[src/rtl/ay_pkg.sv]
// Shared types and constants for the AY-3-8910/YM2149 bus sequencer.
// Bus codes are {bdir, bc1} pairs; BC2 is held high by the top level.
package ay_pkg;

  typedef enum logic [2:0] {
    ST_IDLE,
    ST_LATCH,
    ST_GAP,
    ST_WDATA,
    ST_RDATA,
    ST_HOLD
  } ay_state_t;

  localparam logic [1:0] AY_INACT = 2'b00;
  localparam logic [1:0] AY_LATCH = 2'b11;
  localparam logic [1:0] AY_WRITE = 2'b10;
  localparam logic [1:0] AY_READ  = 2'b01;

  localparam logic [7:0] AY_RST_DATA = 8'hFF;

  function automatic int ay_max(input int a, input int b);
    return (a > b) ? a : b;
  endfunction

endpackage

[src/rtl/ay_phase_timer.sv]
// Loadable down-counter shared by every bus phase. Load the phase length
// minus one; o_done is high on the last clock of the phase. Never wraps.
module ay_phase_timer #(
  parameter int W = 2
) (
  input  logic         clk,
  input  logic         rst,
  input  logic         i_load,
  input  logic [W-1:0] i_load_val,
  output logic         o_done
);

  logic [W-1:0] r_cnt;

  // NOTE: sequential state uses non-blocking assignments so every flop
  // samples pre-edge values regardless of process ordering.
  always_ff @(posedge clk) begin
    if (rst) begin
      r_cnt <= '0;
    end else if (i_load) begin
      r_cnt <= i_load_val;
    end else if (r_cnt != '0) begin
      r_cnt <= r_cnt - 1'b1;
    end
  end

  assign o_done = (r_cnt == '0);

endmodule

[src/rtl/ay_bus_seq.sv]
// Host-request to AY/YM PSG bus-cycle sequencer for up to four chips.
// Optional per-chip latched-address cache: define AY_ADDR_CACHE_EN.
module ay_bus_seq
  import ay_pkg::*;
#(
  parameter int NUM_CHIPS = 2,
  parameter int LATCH_CYC = 2,
  parameter int GAP_CYC   = 1,
  parameter int WR_CYC    = 3,
  parameter int RD_CYC    = 3,
  parameter int HOLD_CYC  = 1
) (
  input  logic                 clk,
  input  logic                 rst,
  input  logic                 req_valid,
  output logic                 req_ready,
  input  logic                 req_write,
  input  logic [1:0]           req_chip,
  input  logic [3:0]           req_reg,
  input  logic [7:0]           req_wdata,
  output logic                 rsp_valid,
  output logic [7:0]           rsp_rdata,
  output logic                 rsp_err,
  output logic [NUM_CHIPS-1:0] ay_bdir,
  output logic [NUM_CHIPS-1:0] ay_bc1,
  output logic [NUM_CHIPS-1:0] ay_bc2,
  output logic [7:0]           da_out,
  output logic                 da_oe,
  input  logic [7:0]           da_in
);

  localparam int MAX_PHASE = ay_max(ay_max(ay_max(LATCH_CYC, GAP_CYC),
                                           ay_max(WR_CYC, RD_CYC)), HOLD_CYC);
  localparam int CW = (MAX_PHASE > 1) ? $clog2(MAX_PHASE) : 1;

  localparam logic [CW-1:0] L_LATCH = CW'(LATCH_CYC - 1);
  localparam logic [CW-1:0] L_GAP   = CW'(GAP_CYC - 1);
  localparam logic [CW-1:0] L_WR    = CW'(WR_CYC - 1);
  localparam logic [CW-1:0] L_RD    = CW'(RD_CYC - 1);
  localparam logic [CW-1:0] L_HOLD  = CW'(HOLD_CYC - 1);

  ay_state_t     r_state, w_next;
  logic          w_load;
  logic [CW-1:0] w_load_val;
  logic          w_done;
  logic          w_accept, w_bad, w_hit;
  logic [1:0]    w_code;

  logic          r_write, r_err;
  logic [1:0]    r_chip;
  logic [3:0]    r_reg;
  logic [7:0]    r_wdata, r_rdata;

  assign req_ready = (r_state == ST_IDLE);
  assign w_accept  = req_valid && req_ready;
  assign w_bad     = (int'(req_chip) >= NUM_CHIPS);

  ay_phase_timer #(.W(CW)) u_timer (
    .clk        (clk),
    .rst        (rst),
    .i_load     (w_load),
    .i_load_val (w_load_val),
    .o_done     (w_done)
  );

`ifdef AY_ADDR_CACHE_EN
  logic [3:0] r_cache_vld;
  logic [3:0] r_cache_reg [4];

  assign w_hit = r_cache_vld[req_chip] && (r_cache_reg[req_chip] == req_reg);

  // NOTE: only the valid bits need reset; stale register numbers behind a
  // cleared valid bit are never compared, so the storage is left unreset.
  always_ff @(posedge clk) begin
    if (rst) begin
      r_cache_vld <= '0;
    end else if (w_accept && !w_bad && !w_hit) begin
      r_cache_vld[req_chip] <= 1'b1;
      r_cache_reg[req_chip] <= req_reg;
    end
  end
`else
  assign w_hit = 1'b0;
`endif

  always_ff @(posedge clk) begin
    if (rst) begin
      r_state <= ST_IDLE;
      r_write <= 1'b0;
      r_err   <= 1'b0;
      r_chip  <= '0;
      r_reg   <= '0;
      r_wdata <= '0;
      r_rdata <= AY_RST_DATA;
    end else begin
      r_state <= w_next;
      if (w_accept) begin
        r_write <= req_write;
        r_err   <= w_bad;
        r_chip  <= req_chip;
        r_reg   <= req_reg;
        r_wdata <= req_wdata;
      end
      if (r_state == ST_RDATA && w_done) r_rdata <= da_in;
    end
  end

  // Every state transition reloads the timer with the new phase length.
  always_comb begin
    w_next     = r_state;
    w_load     = 1'b0;
    w_load_val = '0;
    unique case (r_state)
      ST_IDLE: if (w_accept) begin
        w_load = 1'b1;
        if (w_bad) begin
          w_next = ST_HOLD;
        end else if (w_hit) begin
          w_next     = req_write ? ST_WDATA : ST_RDATA;
          w_load_val = req_write ? L_WR : L_RD;
        end else begin
          w_next     = ST_LATCH;
          w_load_val = L_LATCH;
        end
      end
      ST_LATCH: if (w_done) begin
        w_next     = ST_GAP;
        w_load     = 1'b1;
        w_load_val = L_GAP;
      end
      ST_GAP: if (w_done) begin
        w_next     = r_write ? ST_WDATA : ST_RDATA;
        w_load     = 1'b1;
        w_load_val = r_write ? L_WR : L_RD;
      end
      ST_WDATA, ST_RDATA: if (w_done) begin
        w_next     = ST_HOLD;
        w_load     = 1'b1;
        w_load_val = L_HOLD;
      end
      ST_HOLD: if (w_done) w_next = ST_IDLE;
      default: w_next = ST_IDLE;
    endcase
  end

  // NOTE: every output gets a default before the case so no latch is inferred.
  always_comb begin
    w_code    = AY_INACT;
    da_oe     = 1'b0;
    da_out    = 8'h00;
    rsp_valid = 1'b0;
    rsp_err   = 1'b0;
    rsp_rdata = AY_RST_DATA;
    unique case (r_state)
      ST_LATCH: begin
        w_code = AY_LATCH;
        da_oe  = 1'b1;
        da_out = {4'h0, r_reg};
      end
      ST_WDATA: begin
        w_code = AY_WRITE;
        da_oe  = 1'b1;
        da_out = r_wdata;
      end
      ST_RDATA: w_code = AY_READ;
      ST_HOLD: begin
        if (r_write && !r_err) begin
          da_oe  = 1'b1;
          da_out = r_wdata;
        end
        if (w_done) begin
          rsp_valid = 1'b1;
          rsp_err   = r_err;
          rsp_rdata = (r_write || r_err) ? AY_RST_DATA : r_rdata;
        end
      end
      default: ;
    endcase
  end

  always_comb begin
    for (int i = 0; i < NUM_CHIPS; i++) begin
      ay_bdir[i] = w_code[1] && (r_chip == 2'(i));
      ay_bc1[i]  = w_code[0] && (r_chip == 2'(i));
      ay_bc2[i]  = 1'b1;
    end
  end

endmodule

[config.mk]
export PLATFORM = sky130hd
export DESIGN_NAME = ay_bus_seq
export DESIGN_NICKNAME = d
export VERILOG_FILES = /design/src/rtl/ay_pkg.sv /design/src/rtl/ay_phase_timer.sv /design/src/rtl/ay_bus_seq.sv
export SDC_FILE = /design/constraint.sdc
export NUM_CORES = 1
export LEC_CHECK = 0
export CELL_PAD_IN_SITES_DETAIL_PLACEMENT = 1
export CELL_PAD_IN_SITES_GLOBAL_PLACEMENT = 1
export CORE_ASPECT_RATIO = 0.9
export CORE_MARGIN = 3
export CORE_UTILIZATION = 34
export DETAILED_ROUTE_END_ITERATION = 7
export GPL_TIMING_DRIVEN = 0
export PLACE_DENSITY = 0.87
export SYNTH_ARGS = -nofsm -noshare
export SYNTH_HDL_FRONTEND = slang
export SYNTH_SLANG_ARGS = --single-unit
[constraint.sdc]
create_clock -name clk -period 4.6 [get_ports clk]
set_input_delay 0.46 -clock clk [delete_from_list [all_inputs] [get_ports clk]]
set_output_delay 0.46 -clock clk [all_outputs]
set_load 0.005 [all_outputs]
Word level (Yosys, flattened, before mapping)
Index checks and enable logic that the tools add are counted.

Equality and inequality tests: 11. Shifts and indexed selects: 0. Bitwise logic cells: 0. Reductions and logical operators: 18. Muxes and demuxes: 28. Add/sub/neg operators: 1. $mul: 0. Order comparisons: 1. Divide/modulo/power cells: 0.

Operators with widths (count): $mux W8 (4); $pmux W8 S3 (1); $mux W3 (7); $pmux W3 S5 (1); $mux W1 (8); $ne A2 B2 Y1 const B (4); $logic_and A1 B1 Y1 (7); $eq A3 B2 Y1 const B (2); $eq A3 B3 Y1 const B (2); $mux W2 (3); $pmux W2 S3 (1); $reduce_and A5 Y1 (1); $logic_not A2 Y1 (2); $pmux W1 S2 (2); $pmux W2 S2 (1); $reduce_bool A2 Y1 (2); $reduce_or A2 Y1 (2); $reduce_or A4 Y1 (1); $eq A3 B1 Y1 const B (1); $logic_not A3 Y1 (1); $eq A2 B1 Y1 const B (1); $ge A2 B2 Y1 const B (1); $ne A2 B1 Y1 const B (1); $sub A2 B1 Y2 const B (1); 2 further kinds (2).

Register bits after elaboration: 29. Input port bits: 26. Latch bits: 0. Bits in writable memories: 0. Memories: 0. Bits in read-only memories: 0. Logic and storage cells: 67.

Longest topological paths before layout
Gate-level depths: netlist (run 1).

Depth in word-level cells: 5. Depth in mapped cells: 7.

Cells and area by module
Synthesis (run 1) repeated with hierarchy kept, for this count alone.

Cells, all modules: 176. Area, all modules: 1496.4 µm².

Modules (own cells, without submodules): ay_bus_seq (times used 1, cells each 164, sequential area each 540.5 µm², area an instance 1375.1 µm²); ay_phase_timer (times used 1, cells each 12, sequential area each 40.0 µm², area an instance 121.4 µm²).

Worst setup path before layout (run 1)
No wires, ideal clock.

Path type: reg2out. From: register u_timer.r_cnt[0]. To: output rsp_rdata[0]. Path buffers: 1. Stages on the path, launching flop included: 8. Required time: 4140 ps. Slack: 2772 ps. Data arrival time: 1368 ps. Path through: dfxtp_1 > inv_1 > ha_1 > buf_2 > nand2_1 > nor2_1 > nand2_1 > or2_2.

Word-level cells in the longest chain between the ends: 3.

RTL lines: from (decl) (line ay_phase_timer.sv:13) `logic [W-1:0] r_cnt;`; from (signal assigned) (line ay_phase_timer.sv:21) `r_cnt <= i_load_val;`; from (signal assigned) (line ay_phase_timer.sv:23) `r_cnt <= r_cnt - 1'b1;`; $logic_not A2 Y1 (line ay_phase_timer.sv:27) `assign o_done = (r_cnt == '0);`; $mux W8 (line ay_bus_seq.sv:171) `if (w_done) begin`; $mux W8 (line ay_bus_seq.sv:154) `unique case (r_state)`; to (decl) (line ay_bus_seq.sv:22) `output logic [7:0] rsp_rdata,`.

Every way passes these cells.

Final worst setup path (run 1)
From: register u_timer.r_cnt[0]. To: output rsp_rdata[5].

The elaborated chain is that of the path after synthesis.

==> metrics, run 1 <==
Worst Hold Class flop to flop; DIE WIDTH ~76 um; Distinct cells, synth 38; vias after detailed routing roughly 1400; Synth Instances 178; Crit path largest cell delay 450 ps; Num CTS Buffers 5; Bufs and invs on worst path 3; cell row count 22; setup_tns 0 ps; post-synth top area cell dfxtp_1; critical path class flop to output pin; top-count cell post-synth nand2_1; CTS hold repair buffers 0; initial core utilization ~36%; WP depth 8; commonest register cell after synthesis dfxtp_1; DRC 0; P per Cell Area 525 nW/um2; ordered list of cells on the worst path inv_1 > ha_1 > buf_2 > nand2_1 > nor2_1 > nand2_1 > or2_2 > clkdlybuf4s50_1; slew margin rel. between 60 and 70%; Leak just under 0.8 nW; #FFs+latches synth 29; syn avg cell area a little over 8 um2; Critical Path AT 2380 ps; CP delay by family, top simple AND/OR/NAND/NOR gates; Total GRT Usage between 10% and 20%; final-stage net count roughly 260; fillcell total just over 500; Final Skew 3.72 ps; CTS sink count 29; Avg Vias per Cell 5.10; final setup violating endpoints 0; Post-synth ARST share 0%; # Post-CTS Setup Buffers 0; maximum VDD drop around 0.00023 V; routed wire length approximately 4.3 mm; Post-synth top cells 36 x nand2_1, 29 x dfxtp_1, 17 x a21oi_1, 11 x nor2b_1; Worst Setup End Kind output pin; CTS Buffer Depth 2; Post-DRT Antenna Nets 0; MaxCap Viol Count 0; Root Buffer clkbuf_8; CP max FO 10; IO Count 52; Sequential cell area 581 um2; CP dominant cell by count nand2_1; pin count of the biggest net entering global routing 11; Least-Margin Pin Slew 506 ps; Post-Layout Cell Count 284; Port Buf Inserts 49; ant diodes 0; vias in the first global route approximately 1400; CORE AREA between 4000 and 5000 um2; status complete, no violations; placed cell count approximately 280; Die ar. roughly 5200 um2; Initial DRC Count 80; Synth Warn # 0; Congestion Overflow GR 0; Max stage delay cell, worst path clkdlybuf4s50_1; Synth-to-Final Area Change 44.3%; DR pass1 iterations 4; EDFF count, synth 0; Peak Freq ~0.35 GHz; clock-pin slew on the worst setup and hold paths roughly 60 ps; hold path cells 2; min Tclk post-route roughly 2800 ps; TritonCTS clock tree built; PostCTS Resize Cnt 0; Req. time, crit path between 4000 and 5000 ps; hpwl dp ~3.2 mm; dominant cells by area after synthesis dfxtp_1 39%, nand2_1 9.1%, a21oi_1 5.8%; H-tree Lvls 2; clk_lat worst skew about 280 ps; final RePlAce weighted congestion between 0.7 and 0.8; first-pass GRT wire length ~6.9 mm; Die H 68.6 um; fin crit share between 60 and 70%; cells on worst reg2reg path 6; WL per Instance ~15 um; fraction of layout cells with a size suffix above 1 about an eighth; Seq/Total Area, Yosys 39.3%; RSZ-0062 raised after global routing no; Synth Cell Area ~1500 um2; final hold violation count 0; area of the multi-input gates approximately 800 um2; antenna violations before repair 0; share of the synthesized area in the top cell type between 30% and 40%; Worst Setup Start Kind flop; hold_ws ~460 ps; pins over their slew limit 0
## layout make-up
class | instances | area share, %
clock inverter | 1 | 0.234
inverter | 3 | 0.528
timing repair buffer | 49 | 23.0
buffer | 14 | 4.51
tap | 48 | 2.81
sequential | 29 | 27.2
clock buffer | 7 | 4.51
multi-input combinational | 133 | 37.2
## kinds of logic after synthesis
kind of cell	count (synthesis)	share of synthesized area, %
and+or+nand+nor	87	32.4
xor gates and xnor gates	1	0.592
adders and majority gates	1	0.846
muxes	1	0.677
other	1	0.254
buffers and inverters	17	7.28
DFF	29	39.3
AOI/OAI and AO/OA	41	18.7
## final timing paths
| check | startpoint | slack [ps] | to |
|---|---|---|---|
| worst max-delay path | u_timer.r_cnt[0] | 1760 | rsp_rdata[5] |
| worst min register to register | r_wdata[7] | 460 | r_wdata[7] |
| worst min-delay path | r_wdata[7] | 460 | r_wdata[7] |
| worst max register to register | r_state[1] | 2980 | r_rdata[2] |
## per-layer routing
metal	up-vias	track usage [%]	routed length [um]
li1	716	-	-
met1	692	23.9	1970
met2	32	27.9	2100
met3	7	4.06	135
met4	0	6.55	80
met5	-	0	0
## metrics by stage
step | cell area, um2 | util, % | worst slack, ps | total power [mW]
after global placement | 2030 | 49.2 | 2120 | 0.869
after floorplan | 1480 | - | 2770 | 0.708
final | 2130 | 51.7 | 1760 | 1.12
after detailed placement | 2030 | 49.2 | 2090 | 0.888
after CTS | 2130 | 51.7 | 1740 | 1.13
after global routing | 2130 | 51.7 | 1540 | 1.21
## tightest hold or removal path, delay by kind of cell (launching register included)
family,cells,cell delay (ps)
AO/OA/AOI/OAI,1,50
AND/OR/NAND/NOR,1,50
flip-flops,1,310
## report_power, final
part	switching, mW	leakage, nW	internal [mW]
Combinational	0.264	0.483	0.253
Clock	0.0989	0.0542	0.135
Sequential	0.0521	0.238	0.318
Total	0.415	0.775	0.706
## placed cells by master (no fill, tap or decap), types with 2 or more instances in the layout
| master | instances |
|---|---|
| clkdlybuf4s50_1 | 49 |
| nand2b_1 | 3 |
| clkbuf_8 | 7 |
| buf_6 | 3 |
| a211o_1 | 8 |
| nor2_1 | 7 |
| nand2_1 | 36 |
| dfxtp_1 | 29 |
| o21ai_0 | 3 |
| a21oi_1 | 17 |
| or2_2 | 8 |
| buf_4 | 5 |
| nor3b_1 | 2 |
| inv_1 | 3 |
| nor3_1 | 5 |
| o21a_1 | 3 |
| and2_1 | 6 |
| clkbuf_1 | 4 |
| a22o_1 | 4 |
| conb_1 | 2 |
| buf_2 | 2 |
| nor2b_1 | 11 |
No activity file was read; power rests on OpenSTA's default activity.
==> run 2, diff against run 1 <==
--- a/config.mk
+++ b/config.mk
@@ -9,10 +9,10 @@
 export CELL_PAD_IN_SITES_GLOBAL_PLACEMENT = 1
 export CORE_ASPECT_RATIO = 0.9
 export CORE_MARGIN = 3
-export CORE_UTILIZATION = 34
+export CORE_UTILIZATION = 29
 export DETAILED_ROUTE_END_ITERATION = 7
 export GPL_TIMING_DRIVEN = 0
-export PLACE_DENSITY = 0.87
+export PLACE_DENSITY = 0.8
 export SYNTH_ARGS = -nofsm -noshare
 export SYNTH_HDL_FRONTEND = slang
 export SYNTH_SLANG_ARGS = --single-unit
==> constraint.sdc (replaced) <==
create_clock -name clk -period 2.45 [get_ports clk]
set_input_delay 0.245 -clock clk [delete_from_list [all_inputs] [get_ports clk]]
set_output_delay 0.245 -clock clk [all_outputs]
set_load 0.005 [all_outputs]
==> run 2 against run 1 <==
  * Power rose by 99%
  * Setup slack worse by 1700 ps
  * Utilization fell by 6.4 points
  * Wire length up 1.8%
  * Combinational power grew 95%
  * Die area rose by 16%
  * Clock skew up 2.9 ps
  * Largest power group unchanged
  * First-iteration DRC count down 19%
  * Sequential power up 89%
==> metrics, run 2 (synthesis gave the netlist of run 1 again) <==
Final Skew 6.58 ps (+2.85 ps); IO Count 52 (unchanged); crit path from r_state[1]; slew margin rel. 65.3% (-0.96 points); placed cell areas 2050 um2 (+1.0%); final RePlAce weighted congestion 0.781 (-1.5%); P per Cell Area 1010 nW/um2 (+91%); Die H 73.8 um (+7.6%); setup_tns 0 ps (unchanged); Num CTS Buffers 5 (unchanged); max layer used met4; CORE AREA 4890 um2 (+19%); Root Buffer clkbuf_8; vias after detailed routing 1446 (-0.069%); Total GRT Usage 15.2% (-2.6 points); Worst Hold Class flop to flop; antenna violations before repair 0 (unchanged); met2 WL 2.09 mm (-0.19%); Req. time, crit path 2200 ps (-1940 ps); vias in the first global route 1413 (-0.56%); final hold violation count 0 (unchanged); DIE WIDTH 81.3 um (+7.6%); worst setup margin 106 ps (-1660 ps); Crit path largest cell delay 510 ps (+60 ps); fin crit share 95.7%; pins over their slew limit 0 (unchanged); Synth-to-Final Area Change 49.9%; most frequent cells in the layout 49 x clkdlybuf4s50_1, 34 x nand2_1, 28 x dfxtp_1, 17 x a21oi_1, 11 x nor2b_1; Critical Path AT 2100 ps (-280 ps); Least-Margin Pin Slew 520 ps (+14.3 ps); ant diodes 0 (unchanged); cell row count 24 (+9.1%); Post-DRT Antenna Nets 0 (unchanged); crit path to da_out[2]; min Tclk post-route ~2300 ps; status complete, no violations; fraction of layout cells with a size suffix above 1 15.5% (+3.3 points); Peak Freq 0.427 GHz; final setup violating endpoints 0 (unchanged); Initial DRC Count 65 (-19%); hold_ws 460 ps (+2.15 ps); Worst R2R Setup Slack 850 ps (-2130 ps); RSZ-0062 raised after global routing no; wl on met1 2.05 mm (+4.1%); pin count of the biggest net entering global routing 11 (unchanged); final-stage net count 264 (+0.76%); CTS hold repair buffers 0 (unchanged); MaxCap Viol Count 0 (unchanged); hpwl dp 3.09 mm (-3.4%); cells on worst reg2reg path 6 (unchanged); Worst Setup Start Kind flop; maximum VDD drop 0.000393 V (+68%); Max stage delay cell, worst path clkdlybuf4s50_1; H-tree Lvls 2 (unchanged); DRC 0 (unchanged); TritonCTS clock tree built; DR pass1 iterations 4 (unchanged); post-route cell area 2220 um2 (+3.9%); WL per Instance 14.4 um (-4.5%); CTS Buffer Depth 2 (unchanged); Port Buf Inserts 49 (unchanged); Congestion Overflow GR 0 (unchanged); CTS sink count 29 (unchanged); Leak 0.793 nW (+2.4%); fillcell total 589 (+16%); Pwr Total 2.23 mW (+99%); leading cell type in the layout, fill and taps excluded clkdlybuf4s50_1; routed wire length 4.36 mm (+1.8%); pre-CTS setup slack 160 ps (-1930 ps); Die ar. 5990 um2 (+16%); Avg Vias per Cell 4.77 (-6.3%); initial core utilization 30.2% (-5.6 points); CP max FO 9 (-1); ordered list of cells on the worst path buf_6 > nand2b_4 > nor3b_1 > o21a_1 > a22o_1 > clkdlybuf4s50_1; critical path class flop to output pin; clk_lat worst skew 280 ps (about the same); reg2reg start r_state[1]; first-pass GRT wire length 7.00 mm (+2.1%); Worst Setup End Kind output pin; RR Endpoint r_rdata[2]; clock-pin slew on the worst setup and hold paths 70 ps (about the same); met3 WL post-DR 148 um (+9.6%)
## run 2: what timing repair did
| item | in CTS | in global routing |
|---|---|---|
| endpoints found under the setup margin | 8 | 8 |
| pin swaps | 1 | 2 |
| gates resized for setup | 5 | 4 |
| buffers inserted | 1 | 1 |
## run 2: worst min-delay path by stage
stage | to | depth (start not counted) | slack, ps | from
final | r_wdata[7] | 2 | 460 | r_wdata[7]
after global routing | r_reg[0] | 2 | 490 | r_reg[0]
after global placement | r_wdata[6] | 2 | 440 | r_wdata[6]
after detailed placement | r_wdata[5] | 2 | 450 | r_wdata[5]
after CTS | r_reg[3] | 2 | 460 | r_reg[3]
after floorplan | r_rdata[0] | 1 | 360 | da_in[0]
## run 2: per-stage QoR
stage	utilization [%]	cells
3_5_place_dp	42.0	293
4_1_cts	44.9	302
6_report	45.3	303
5_1_grt	45.3	303
3_3_place_gp	42.0	293
2_1_floorplan	-	179
## run 2: power by group
part	switching (mW)	leakage, nW	total [mW]	internal (mW)
sequential	0.0996	0.238	0.699	0.599
combinational	0.501	0.498	1.01	0.509
clock	0.190	0.0574	0.521	0.330
total	0.791	0.793	2.23	1.44
## run 2: final cells by class
cell class	count	area, um2	area share, %
multi-input combinational	133	815	36.7
sequential	29	582	26.2
inverter	3	11.3	0.508
tap	65	81.3	3.67
clock inverter	2	37.5	1.69
timing repair buffer	51	505	22.8
clock buffer	6	82.6	3.72
buffer	14	103	4.63
## run 2: critical path, delay by kind of cell, from the launching register on
family	cells	cell delay, ps
flops	1	320
simple gates	2	370
compound gates	2	480
buf+inv	2	650
## run 2: per-layer routing
metal  track usage [%]  vias up
li1                  -      728
met1              21.1      685
met2              23.1       26
met3              3.19        7
met4              5.63        0
met5                 0        -
